`src/rtl/knob_encoder_controller.sv`:
```
// rtl/knob_encoder_controller.sv - quadrature encoder to clamped setting value
module knob_encoder_controller #(
  parameter int                 VALUE_W         = 18,
  parameter logic [VALUE_W-1:0] MAX_VALUE       = 18'h3FFFF,
  parameter logic [VALUE_W-1:0] PRESET          = '0,
  parameter int                 STEP            = 1,
  parameter int                 DEBOUNCE_CYCLES = 1000
`ifdef KNOB_ACCEL_EN
  , parameter int               ACCEL_WINDOW    = 50000
`endif
) (
  input  logic               clk,
  input  logic               reset_n,
  input  logic               knob_a,
  input  logic               knob_b,
  input  logic               knob_btn,
  output logic [VALUE_W-1:0] value,
  output logic               step_pulse,
  output logic               step_dir,
  output logic               at_min,
  output logic               at_max
);

  localparam int               CNT_W    = $clog2(DEBOUNCE_CYCLES + 1);
  localparam logic [CNT_W-1:0] CNT_LAST = CNT_W'(DEBOUNCE_CYCLES - 1);
  localparam logic [2:0]       RST_LVL  = 3'b110;
  localparam int               CALC_W   = VALUE_W + 4;

  typedef enum logic [1:0] {
    PH_00   = 2'b00,
    PH_01   = 2'b01,
    PH_10   = 2'b10,
    PH_REST = 2'b11
  } phase_e;

  // Bit order {A, B, btn} throughout the input pipeline.
  logic [2:0]       sync1_q, sync2_q, db_q;
  logic [CNT_W-1:0] cnt_q [3];

  always_ff @(posedge clk or negedge reset_n) begin
    if (!reset_n) begin
      sync1_q <= RST_LVL;
      sync2_q <= RST_LVL;
      db_q    <= RST_LVL;
      for (int i = 0; i < 3; i++) cnt_q[i] <= '0;
    end else begin
      sync1_q <= {knob_a, knob_b, knob_btn};
      sync2_q <= sync1_q;
      for (int i = 0; i < 3; i++) begin
        if (sync2_q[i] == db_q[i]) begin
          cnt_q[i] <= '0;
        end else if (cnt_q[i] == CNT_LAST) begin
          cnt_q[i] <= '0;
          db_q[i]  <= sync2_q[i];
        end else begin
          cnt_q[i] <= cnt_q[i] + 1'b1;
        end
      end
    end
  end

  phase_e            state_q, state_d, cw_next, ccw_next;
  logic signed [2:0] q_q, q_d;
  logic              det_cw, det_ccw;

  always_comb begin
    state_d  = phase_e'(db_q[2:1]);
    q_d      = q_q;
    det_cw   = 1'b0;
    det_ccw  = 1'b0;
    cw_next  = PH_REST;
    ccw_next = PH_REST;
    unique case (state_q)
      PH_REST: begin cw_next = PH_10;   ccw_next = PH_01;   end
      PH_10:   begin cw_next = PH_00;   ccw_next = PH_REST; end
      PH_00:   begin cw_next = PH_01;   ccw_next = PH_10;   end
      default: begin cw_next = PH_REST; ccw_next = PH_00;   end
    endcase
    // A full detent is the fourth same-direction quarter, landing on REST.
    if (state_d != state_q) begin
      if (state_d == cw_next) begin
        q_d = q_q + 3'sd1;
        if (state_d == PH_REST) begin
          det_cw = (q_q == 3'sd3);
          q_d    = '0;
        end
      end else if (state_d == ccw_next) begin
        q_d = q_q - 3'sd1;
        if (state_d == PH_REST) begin
          det_ccw = (q_q == -3'sd3);
          q_d     = '0;
        end
      end else begin
        q_d = '0;
      end
    end
  end

  logic               btn_prev_q, load;
  logic [VALUE_W-1:0] value_q, value_d;
  logic               pulse_q, pulse_d, dir_q, dir_d, at_min_q, at_max_q;
  logic [CALC_W-1:0]  step_eff, val_ext, max_ext;

  assign load = db_q[0] & ~btn_prev_q;

`ifdef KNOB_ACCEL_EN
  localparam int             ACC_W   = $clog2(ACCEL_WINDOW + 1);
  localparam logic [ACC_W-1:0] ACC_MAX = ACC_W'(ACCEL_WINDOW);
  logic [ACC_W-1:0] acc_cnt_q;
  logic             acc_valid_q, fast;

  assign fast     = acc_valid_q && (acc_cnt_q < ACC_MAX) &&
                    ((det_cw && dir_q) || (det_ccw && !dir_q));
  assign step_eff = fast ? CALC_W'(STEP * 8) : CALC_W'(STEP);

  always_ff @(posedge clk or negedge reset_n) begin
    if (!reset_n) begin
      acc_cnt_q   <= '0;
      acc_valid_q <= 1'b0;
    end else if (pulse_d) begin
      acc_cnt_q   <= '0;
      acc_valid_q <= 1'b1;
    end else if (acc_cnt_q != ACC_MAX) begin
      acc_cnt_q <= acc_cnt_q + 1'b1;
    end
  end
`else
  assign step_eff = CALC_W'(STEP);
`endif

  always_comb begin
    val_ext = CALC_W'(value_q);
    max_ext = CALC_W'(MAX_VALUE);
    value_d = value_q;
    pulse_d = 1'b0;
    dir_d   = dir_q;
    // Button load outranks a detent completing in the same cycle.
    if (load) begin
      value_d = PRESET;
    end else if (det_cw) begin
      pulse_d = 1'b1;
      dir_d   = 1'b1;
      value_d = (val_ext + step_eff > max_ext) ? MAX_VALUE : VALUE_W'(val_ext + step_eff);
    end else if (det_ccw) begin
      pulse_d = 1'b1;
      dir_d   = 1'b0;
      value_d = (val_ext < step_eff) ? '0 : VALUE_W'(val_ext - step_eff);
    end
  end

  always_ff @(posedge clk or negedge reset_n) begin
    if (!reset_n) begin
      state_q    <= PH_REST;
      q_q        <= '0;
      btn_prev_q <= 1'b0;
      value_q    <= PRESET;
      pulse_q    <= 1'b0;
      dir_q      <= 1'b0;
      at_min_q   <= (PRESET == '0);
      at_max_q   <= (PRESET == MAX_VALUE);
    end else begin
      state_q    <= state_d;
      q_q        <= q_d;
      btn_prev_q <= db_q[0];
      value_q    <= value_d;
      pulse_q    <= pulse_d;
      dir_q      <= dir_d;
      at_min_q   <= (value_d == '0);
      at_max_q   <= (value_d == MAX_VALUE);
    end
  end

  assign value      = value_q;
  assign step_pulse = pulse_q;
  assign step_dir   = dir_q;
  assign at_min     = at_min_q;
  assign at_max     = at_max_q;

endmodule

```
`config.mk`:
```
export PLATFORM = sky130hd
export DESIGN_NAME = knob_encoder_controller
export DESIGN_NICKNAME = d
export VERILOG_FILES = /design/src/rtl/knob_encoder_controller.sv
export SDC_FILE = /design/constraint.sdc
export NUM_CORES = 1
export LEC_CHECK = 0
export ABC_AREA = 1
export BUFFER_PORTS_ARGS = -buffer_cell sky130_fd_sc_hd__clkbuf_2
export CAP_MARGIN = 20
export CORE_UTILIZATION = 45
export DETAILED_ROUTE_END_ITERATION = 16
export GPL_TIMING_DRIVEN = 0
export PLACE_DENSITY = 0.7
export SYNTH_ARGS = -nofsm -noshare
export SYNTH_HDL_FRONTEND = slang
export SYNTH_SLANG_ARGS = --single-unit
```
`constraint.sdc`:
```
create_clock -name clk -period 3.45 [get_ports clk]
set_input_delay 0.1725 -clock clk [delete_from_list [all_inputs] [get_ports clk]]
set_output_delay 0.1725 -clock clk [all_outputs]
set_load 0.005 [all_outputs]
```
# Yosys cells after proc, flatten, opt, wreduce, memory -nomap -nowiden
# Index checks and enable logic that the tools add are counted.
# classes
magnitude_cmp	2
mux	29
n_eq_ne	15
reduce_logical	7
n_addsub	7
n_bitwise	6
# ops
op	n
$mux 18	5
$mux 10	6
$add 10x1->10 const B	3
$eq 10x10->1 const B	3
$gt 22x18->1 const B	1
$add 18x1->19 const B	1
$eq 18x18->1 const B	1
$logic_not 18->1	1
$lt 18x1->1 const B	1
$sub 18x1->18 const B	1
$mux 1	12
$mux 3	4
$pmux 2 s3	2
$reduce_and 2->1	4
$eq 2x2->1 const B	3
$eq 3x3->1 const B	2
$not 1->1	5
$eq 2x2->1	2
$add 3x2->3 const B	1
$eq 1x1->1	3
$sub 3x2->3 const B	1
$logic_not 2->1	1
$ne 2x2->1	1
$reduce_bool 2->1	1
$and 1x1->1	1
# totals
in_bits	5
out_inout_bits	22
wordCells	82
reg_bits	67

# Depth between registers and ports, before layout
# Gate-level depths: netlist (run 1).
# logic_depth
depth_word	10
depth_mapped	16
mapped_depth_nobuf	16

# Worst setup path after synthesis (run 1)
# OpenSTA, ideal clock, no wires.
# synth_timing
path_kind	flip-flop to flip-flop
from	reg value_q[0] (netlist: value[0])
to	reg at_min_q (netlist: at_min)
slack_ns	1.403
path_stages_with_launch	15
arrival_time_ns	1.971
required_time_ns	3.375
synth_period_minus_slack_ns	2.047
setup_time_ns	0.075
cell_sequence	dfrtp_1 > buf_2 > inv_1 > ha_1 > nand3_1 > nor2_2 > nand3_4 > buf_6 > nand3_2 > nand2_2 > nand2_2 > nand2_1 > nor2_1 > nand2_1 > nor3_2
# synth_between
elab_chain_len	6
# synth_lines
element	line	text
start, declared	100	logic [VALUE_W-1:0] value_q, value_d;
start signal, assigned	165	value_q <= value_d;
$add 18x1->19, or another cell as far along	143	value_d = (val_ext + step_eff > max_ext) ? MAX_VALUE : VALUE_W'(val_ext + step_eff);
$gt 22x18->1 / $mux 18 (equally long branches)	143, 147	
$mux 18, on equally long branches	143, 144	
$mux 18 (*)	140	end else if (det_cw) begin
$mux 18 (*)	138	if (load) begin
$logic_not 18->1 (*)	168	at_min_q <= (value_d == '0);
end signal, assigned	159	at_min_q <= (PRESET == '0);
end signal, assigned	168	
end, declared	101	logic pulse_q, pulse_d, dir_q, dir_d, at_min_q, at_max_q;
# Mark *: on every way between the ends. The rest lies on a longest branch, timed or not.
# A chain may end at the register's enable or synchronous reset.

# Worst setup path in the final report (run 1)
# Same ends and word-level chain as after synthesis.

==> summary.txt, run 1 <==
Floorplan
  • I/O pin total: 27
  • Die ar.: 10,400 um^2
  • FP Rows: 36
  • Core box area: 9730 um^2
  • DIE WIDTH: 102 um
  • Starting density of the core: 46.1%
  • Die height: 102 um

Power and ir drop
  • P per Cell Area: 341 nW/um^2
  • Leakage: 2.68 nW
  • Final Power: 1.74 mW
  • Peak supply drop: 0.313 mV

GRT
  • First-pass GRT wire length: 18,100 um
  • Overflow after GRT: 0
  • Vias in the first global route: 3,958
  • Met2 global-route usage: 39.2%
  • GR Util met3: 3.90%
  • Antenna violations before repair: 0
  • Gr usage total: 22.7%
  • Busiest metal layer after global routing: met2
  • Met1 Resource Use GR: 27.8%
  • Largest net degree at the start of global routing: 68

Cells and area
  • Post-route non-filler standard cell count: 825
  • Area growth from synthesis to layout: 13.7%
  • Core Util, Final: 52.4%
  • N_diodes: 0
  • Layout cell share with drive strength beyond 1: 14.0%
  • Final nets: 701

CTS
  • CTS buffer count: 9
  • CTS tree: built
  • # Post-CTS Setup Buffers: 0
  • H-tree levels: 3
  • Worst-path clk slew: 0.08 ns
  • Post-CTS Hold Fix Bufs: 4
  • Longest Clk Path Bufs: 2
  • Cts repair resizes: 0
  • Worst-Skew Late Latency: 0.35 ns
  • Clock sink count: 67
  • CTS root buffer: clkbuf_8

Critical path
  • Critical Path Stages: 14
  • Crit path launch type: register
  • Critical path endpoint category: register
  • Top delay family on crit path: simple AND/OR/NAND/NOR gates
  • Critical-path maximum fanout: 10
  • CP cell instances: buf_2 -> inv_1 -> ha_1 -> nand3_1 -> nor2_2 -> nand3_4 -> buf_6 -> nand3_2 -> nand2_2 -> nand2_2 -> nand2_1 -> nor2_1 -> nand2_1 -> nor3_2
  • R2R depth: 14
  • Setup CP Type: register to register
  • WP data arrival: 2.87 ns
  • Crit path buf inv count: 3
  • Flop2flop setup slack: 0.86 ns
  • CP Data Required Time: 3.73 ns
  • Worst R2R Start: value[0]
  • Crit-path slowest cell: dfrtp_1
  • Largest stage delay, worst path: 0.42 ns
  • R2R Path End: at_min

Place
  • IO Port Bufs: 26
  • Final HPWL DP: 8040 um
  • Gpl congestion: 0.912
  • Dpl cells: 805
  • Worst slack, placed: 0.887 ns

Timing
  • Fin crit period: 2.59 ns
  • Slew of the pin with the lowest slew margin: 0.893 ns
  • Slew Viols, Final: 0
  • Fmax: 0.386 GHz
  • RSZ-0062 raised after global routing: false
  • Worst slew margin: 40.5%
  • Final setup violation count: 0
  • Final Hold Fails: 0
  • Final period utilization: 75.0%
  • Fin Setup TNS: 0 ns
  • Maximum clock skew at final layout: 0.00943 ns
  • Final worst slack: 0.862 ns

Run
  • Max Cap Viol: 0

Yosys
  • Yosys reg bits: 67
  • Netlist cell types: 38
  • Post-Syn Area: 4490 um^2
  • Post-synth top flop: dfrtp_1
  • Post-synth EDFFs: 0
  • Post-synthesis sequential area ratio: 37.6%
  • Count leader, synth: nand2_1
  • Share of the synthesized area in the top cell type: 32.3%
  • Largest cells by area after synthesis: dfrtp_1 32%, nand2_1 15%, nor2_1 8.8%, inv_1 7.4%, nand3_1 6.8%
  • Syn_area_per_cell: 6.95 um^2
  • Most instantiated cells after synthesis: 181 x nand2_1, 105 x nor2_1, 89 x inv_1
  • Largest area contributor in the netlist: dfrtp_1
  • Yosys Warn Count: 0
  • Post-Synthesis Net Count: 660
  • Async SR Flop Fraction: 100%
  • Cells after Synth: 646

Hold path
  • Worst Hold Launch: sync1_q[0]
  • HP Class: register to register
  • Hold path endpoint: sync2_q[0]
  • Hold depth: 0

Routing
  • 1st-iter DRT viols: 182
  • WL per Instance: 13.0 um
  • Final WL: 10,700 um
  • Number of remaining DRC errors: 0
  • Vias per inst: 5.00
  • Detail Route Antenna Nets: 0
  • DR vias: 4,123
  • TritonRoute pass-1 iters: 5

Run status
  • Outcome: finished clean
-- state kept, by name, indices dropped and copies added (netlist names), 2 cells and up --
name / flops
q_q: 3
cnt_q: 30
value: 18
db_q: 3
sync2_q: 3
state_q: 2
sync1_q: 3
-- worst max path at each step --
stage / to / startpoint
3_3_place_gp: at_min / value[0]
6_report: at_min / value[0]
3_5_place_dp: at_min / value[0]
2_1_floorplan: at_min / value[0]
4_1_cts: at_min / value[0]
5_1_grt: at_min / value[0]
-- where the power goes --
group          total, mW  internal [mW]  switching (mW)
logic             0.0409         0.0127          0.0282
clock network      0.892          0.593           0.299
registers          0.807          0.799         0.00804
-- cell families (layout without fill, tap and decap cells) --
logic type,after synthesis,in the layout,synth area share (%)
buffers and inverters,110,156,11.1
flip-flops,67,67,37.6
AO/OA/AOI/OAI,37,37,4.49
XOR/XNOR,20,20,3.90
adder cells (fa/ha/maj),9,9,2.51
AND/OR/NAND/NOR,403,403,40.4
-- cells in the final DEF, fill, tap and decap left out, drive strengths merged --
master       instances
xnor2                7
a21oi               12
nand4               11
o21bai               1
nor3                12
buf                 14
o21ai               17
o22ai                2
dfstp                9
dlygate4sd3          4
nor4                 2
inv                 93
nand3b               1
and3                 2
nand2              191
xor2                13
bufinv               4
a31o                 1
nand3               66
dfrtp               58
o21a                 1
nor2               116
clkbuf              38
ha                   9
a31oi                2
o31ai                1
nor3b                2
clkinv               3
-- metrics by stage --
step	area [um^2]	hold WS [ns]
floorplan	4490	-0.123
global placement	4780	0.262
detailed placement	4790	0.264
CTS	5100	0.350
global route	5100	0.357
finish	5100	0.350
-- layer usage --
layer / wire, um / part of all wire (%)
met1: 4600 / 43
met2: 5180 / 48
met3: 655 / 6.1
met4: 302 / 2.8
met5: 0 / 0
-- area by class of cell --
type	count	area, um^2
fill	976	4630
multi-input combinational	469	2300
sequential	67	1690
inverter	96	365
timing repair buffer	30	173
tap	133	166
clock buffer	12	155
buffer	14	133
clock inverter	4	120
Power figures use the tool's default switching activity.
==> inputs of run 2 (changes only) <==
--- a/config.mk
+++ b/config.mk
@@ -11,7 +11,7 @@
 export CORE_UTILIZATION = 45
 export DETAILED_ROUTE_END_ITERATION = 16
 export GPL_TIMING_DRIVEN = 0
-export PLACE_DENSITY = 0.7
+export PLACE_DENSITY = 0.72
 export SYNTH_ARGS = -nofsm -noshare
 export SYNTH_HDL_FRONTEND = slang
 export SYNTH_SLANG_ARGS = --single-unit
==> constraint.sdc (replaced) <==
create_clock -name clk -period 2.25 [get_ports clk]
set_input_delay 0.1125 -clock clk [delete_from_list [all_inputs] [get_ports clk]]
set_output_delay 0.1125 -clock clk [all_outputs]
set_load 0.005 [all_outputs]
==> run 2 against run 1 <==
  * Combinational power grew 53%
  * Register-to-register slack lost 0.85 ns
  * Fmax grew 16%
  * Sequential share of layout area shrank 3.2 points
  * Design area grew 11%
  * Flip-flop and latch count is the same
  * Largest cell class unchanged
  * Clock power grew 37%
  * Setup slack lost 0.85 ns
  * Via count grew 6.8%
  * Routed wire length grew 11%
  * Hold slack gained 0.0034 ns
==> summary.txt, run 2 (synthesis results as in run 1) <==
Run status
  • Outcome: finished clean

Cells and area
  • Core Util, Final: 58.4%
  • Area growth from synthesis to layout: 26.5%
  • Most frequent cells in the layout: 160 x nand2_1, 94 x nor2_1, 85 x inv_1, 49 x dfrtp_1, 47 x nand3_1
  • Commonest non-fill, non-tap cell in the layout: nand2_1
  • Number of flip-flops in the largest register: 30
  • N_diodes: 0
  • Final nets: 731
  • Reg with most FFs: cnt_q
  • Layout cell share with drive strength beyond 1: 26.3%

Timing
  • Final Hold Fails: 0
  • Final setup violation count: 0
  • Maximum clock skew at final layout: 0.00751 ns
  • Fin Setup TNS: 0 ns
  • Fmax: 0.447 GHz
  • Slew Viols, Final: 0
  • Slew of the pin with the lowest slew margin: 0.902 ns
  • Final period utilization: 99.4%
  • Fin crit period: 2.24 ns
  • RSZ-0062 raised after global routing: true
  • Worst slew margin: 39.9%

Floorplan
  • I/O pin total: 27
  • Starting density of the core: 46.1%
  • FP Rows: 36
  • DIE WIDTH: 102 um
  • Die ar.: 10,400 um^2
  • Die height: 102 um
  • Core box area: 9730 um^2

Critical path
  • Setup CP Type: register to register
  • Crit path launch type: register
  • Critical path endpoint category: register
  • CP Data Required Time: 2.54 ns
  • WP data arrival: 2.53 ns
  • Critical-path maximum fanout: 6

CTS
  • Worst-Skew Late Latency: 0.36 ns
  • H-tree levels: 3
  • Clock sink count: 67
  • Worst-path clk slew: 0.08 ns
  • CTS buffer count: 9
  • CTS root buffer: clkbuf_8
  • CTS tree: built
  • Longest Clk Path Bufs: 2

Power and ir drop
  • Leakage: 2.87 nW
  • P per Cell Area: 444 nW/um^2
  • Peak supply drop: 0.352 mV

GRT
  • Gr usage total: 22.8%
  • Largest net degree at the start of global routing: 68
  • Vias in the first global route: 3,993
  • Overflow after GRT: 0
  • First-pass GRT wire length: 18,100 um
  • Antenna violations before repair: 0

Routing
  • 1st-iter DRT viols: 227
  • Detail Route Antenna Nets: 0
  • DR vias: 4,404
  • Vias per inst: 5.15
  • Number of remaining DRC errors: 0
  • Final WL: 11,900 um
  • WL per Instance: 13.9 um
  • TritonRoute pass-1 iters: 5

Place
  • Gpl congestion: 0.935
  • Final HPWL DP: 7990 um
  • IO Port Bufs: 26

Hold path
  • HP Class: register to register

Run
  • Max Cap Viol: 0
## run 2: worst paths after layout
path	from	end	slack, ns	cells past startpoint
min in group asynchronous	reset_n	cnt_q[9]	0.43	2
worst min register to register	sync1_q[0]	sync2_q[0]	0.35	0
worst max register to register	db_q[2]	at_max	0.01	15
max in group asynchronous	reset_n	value[6]	1.16	2
worst min-delay path	sync1_q[0]	sync2_q[0]	0.35	0
worst max-delay path	db_q[2]	at_max	0.01	15
## run 2: power breakdown
part / internal [mW] / switching (mW) / leakage, nW
Clock: 0.740 / 0.484 / 0.121
Sequential: 1.23 / 0.0123 / 0.877
Combinational: 0.0194 / 0.0433 / 1.88
Total: 1.98 / 0.539 / 2.87
## run 2: layout make-up
cell class                 count  area (um^2)
clock buffer                  10          128
timing repair buffer          60          440
sequential                    67         1700
fill                         897         4050
clock inverter                 6          113
multi-input combinational    469         2590
tap                          133          166
inverter                      96          375
buffer                        14          168
## run 2: routing by layer
metal,wire length (um),track usage [%],vias to the layer above
met5,0,0,-
met4,539,13.5,0
met3,849,3.49,42
met2,5740,38.0,188
met1,4750,28.0,2015
li1,-,-,2159
## run 2: what timing repair did
action / 4_1_cts / 5_1_grt
gates resized for setup: 8 / 98
pin swaps: 2 / 44
hold buffers: 4 / 0
buffers inserted: 1 / 27
setup endpoints to repair: 2 / 2
cloned: 0 / 2
endpoints found under the hold margin: 61 / 0
## run 2: metrics by stage
| stage | cells | setup WS, ns | hold WS [ns] | power, mW | cell area (um^2) |
|---|---|---|---|---|---|
| global route | 855 | -0.0987 | 0.361 | 2.62 | 5680 |
| finish | 855 | 0.0142 | 0.354 | 2.52 | 5680 |
| floorplan | 646 | 0.203 | -0.183 | 1.28 | 4490 |
| CTS | 826 | -0.0157 | 0.358 | 2.55 | 5110 |
| global placement | 805 | -0.262 | 0.203 | 1.32 | 4780 |
| detailed placement | 805 | -0.280 | 0.202 | 1.32 | 4790 |
## run 2: worst max-delay path, stage by stage, from the launching register on
cell and delay [ns]:
dfstp_2 0.55, buf_8 0.14, nand2_8 0.08, inv_4 0.05, nand2_2 0.05, nor3_4 0.26
buf_6 0.15, inv_4 0.05, buf_8 0.13, nand2_1 0.07, nand2_2 0.07, nor2_4 0.15
nand3_2 0.10, nor2_4 0.16, nand2_1 0.07, nor2_1 0.09
==> inputs of run 3 (changes only) <==
--- a/config.mk
+++ b/config.mk
@@ -11,7 +11,9 @@
 export CORE_UTILIZATION = 45
 export DETAILED_ROUTE_END_ITERATION = 16
 export GPL_TIMING_DRIVEN = 0
-export PLACE_DENSITY = 0.72
+export PLACE_DENSITY = 0.7
+export RECOVER_POWER = 25
+export SLEW_MARGIN = 5
 export SYNTH_ARGS = -nofsm -noshare
 export SYNTH_HDL_FRONTEND = slang
 export SYNTH_SLANG_ARGS = --single-unit
==> constraint.sdc (replaced) <==
create_clock -name clk -period 2.2 [get_ports clk]
set_input_delay 0.11 -clock clk [delete_from_list [all_inputs] [get_ports clk]]
set_output_delay 0.11 -clock clk [all_outputs]
set_load 0.005 [all_outputs]
==> run 3 against run 2 <==
  * Cell count fell by 1.2%
  * Clock power fell by 7%
  * Non-clock buffer count fell by 10
  * Hold slack got worse by 0.00071 ns
  * Largest cell class unchanged
==> summary.txt, run 3 (synthesis results as in run 1) <==
Cells and area
  • Most frequent cells in the layout: 176 x nand2_1, 98 x nor2_1, 86 x inv_1, 59 x nand3_1, 55 x dfrtp_1
  • Final nets: 721
  • N_diodes: 0
  • Reg with most FFs: cnt_q
  • Fill count: 938
  • Layout cell share with drive strength beyond 1: 19.4%
  • Number of flip-flops in the largest register: 30
  • Area growth from synthesis to layout: 18.7%
  • Fin area: 5330 um^2
  • Commonest non-fill, non-tap cell in the layout: nand2_1

Timing
  • Slew of the pin with the lowest slew margin: 1.02 ns
  • Worst slew margin: 32.0%
  • Maximum clock skew at final layout: 0.00950 ns
  • Fmax: 0.460 GHz
  • Hold_ws: 0.353 ns
  • RSZ-0062 raised after global routing: true
  • Final Hold Fails: 0
  • Fin crit period: 2.17 ns
  • Final period utilization: 98.8%
  • Slew Viols, Final: 0
  • Final setup violation count: 0

Critical path
  • Critical-path maximum fanout: 7
  • Crit path launch type: register
  • Worst setup path endpoint: at_max
  • CP Data Required Time: 2.48 ns
  • R2R depth: 16
  • Critical path endpoint category: register
  • Setup CP Type: register to register
  • WP data arrival: 2.45 ns
  • Flop2flop setup slack: 0.03 ns
  • R2R Path End: at_max
  • CP Launch Point: db_q[2]
  • Worst R2R Start: db_q[2]

Floorplan
  • Starting density of the core: 46.1%
  • Die height: 102 um
  • Core box area: 9730 um^2
  • Die ar.: 10,400 um^2
  • DIE WIDTH: 102 um
  • FP Rows: 36
  • I/O pin total: 27

Routing
  • Final WL: 11,300 um
  • WL per Instance: 13.3 um
  • Number of remaining DRC errors: 0
  • DR vias: 4,258
  • Detail Route Antenna Nets: 0
  • TritonRoute pass-1 iters: 5
  • Vias per inst: 5.04
  • 1st-iter DRT viols: 234

GRT
  • Gr usage total: 23.4%
  • Overflow after GRT: 0
  • Largest net degree at the start of global routing: 52
  • Antenna violations before repair: 0
  • First-pass GRT wire length: 18,700 um
  • Vias in the first global route: 4,074

Run status
  • Outcome: finished clean

CTS
  • Worst-path clk slew: 0.08 ns
  • CTS buffer count: 9
  • Longest Clk Path Bufs: 2
  • Clock sink count: 67
  • CTS tree: built
  • H-tree levels: 3
  • Worst-Skew Late Latency: 0.35 ns
  • CTS root buffer: clkbuf_8

Power and ir drop
  • Leakage: 2.79 nW
  • Peak supply drop: 0.457 mV
  • P per Cell Area: 465 nW/um^2

Place
  • Gpl congestion: 0.912
  • Final HPWL DP: 8170 um
  • Cell Area, Placed: 4810 um^2
  • IO Port Bufs: 26

Run
  • Max Cap Viol: 0

Hold path
  • HP Class: register to register
## run 3: cell types whose count changed in the layout (fill, tap and decap cells not counted), sizes merged
cell / change
buf: -8
clkinvlp: +1
bufinv: -1
clkbuf: -2
clkinv: +2
inv: -2
## run 3: worst min path at each step
stage	start	endpoint	slack, ns	cells past startpoint
global placement	knob_b	sync1_q[1]	0.20	1
floorplan	reset_n	at_max	-0.19	0
finish	sync1_q[0]	sync2_q[0]	0.35	0
detailed placement	reset_n	cnt_q[9]	0.03	1
CTS	reset_n	cnt_q[6]	0.18	2
global route	sync1_q[2]	sync2_q[2]	0.36	0
## run 3: layer usage
metal	global-route usage [%]	vias up	part of all wire (%)
met4	11.6	0	3.2
met1	28.8	1951	43
met3	3.21	28	5.9
met2	40.3	143	48
li1	-	2136	-
met5	0	-	0
## run 3: stage by stage
step	power (mW)	setup WS [ns]	instances	utilization, %	TNS [ns]
6_report	2.48	0.0258	845	54.8	0
5_1_grt	2.59	-0.130	845	54.8	-0.240
4_1_cts	2.52	-0.00853	841	53.8	-0.00853
3_5_place_dp	1.36	-0.356	806	49.5	-0.639
3_3_place_gp	1.35	-0.345	805	49.2	-0.617
2_1_floorplan	1.31	0.153	646	-	0
## run 3: power by group
| group | switching, mW | internal [mW] | total (mW) |
|---|---|---|---|
| Clock | 0.504 | 0.641 | 1.14 |
| Combinational | 0.0454 | 0.0243 | 0.0696 |
| Sequential | 0.0128 | 1.25 | 1.27 |
## run 3: final cells by class
cell class | instances | area (um^2) | share of cell area, %
plain buffers | 14 | 141 | 2.65
clock buffers | 10 | 128 | 2.40
clock inverters | 6 | 90.1 | 1.69
inverters | 96 | 370 | 6.95
multi-input cells | 469 | 2390 | 44.9
flip-flops and latches | 67 | 1690 | 31.8
well taps | 133 | 166 | 3.12
repair buffers | 50 | 350 | 6.58
## run 3: critical path, stage by stage (launching register included)
cell	delay, ns
dfstp_2	0.54
buf_6	0.13
nand2_4	0.09
nor2_8	0.13
inv_4	0.06
nor2_8	0.17
buf_4	0.14
nand2_1	0.04
nand2_1	0.07
nand3_1	0.08
nand2_1	0.08
nand2_2	0.06
nor2_1	0.10
nand2_1	0.07
nor2_2	0.18
nand2_1	0.09
nor2_2	0.08
## run 3: what timing repair did
action	4_1_cts	5_1_grt
cloned	1	0
setup buffers	14	4
resized for setup	17	21
pin swaps	7	10
setup endpoints to repair	9	2
hold buffers	4	0
endpoints found under the hold margin	61	0
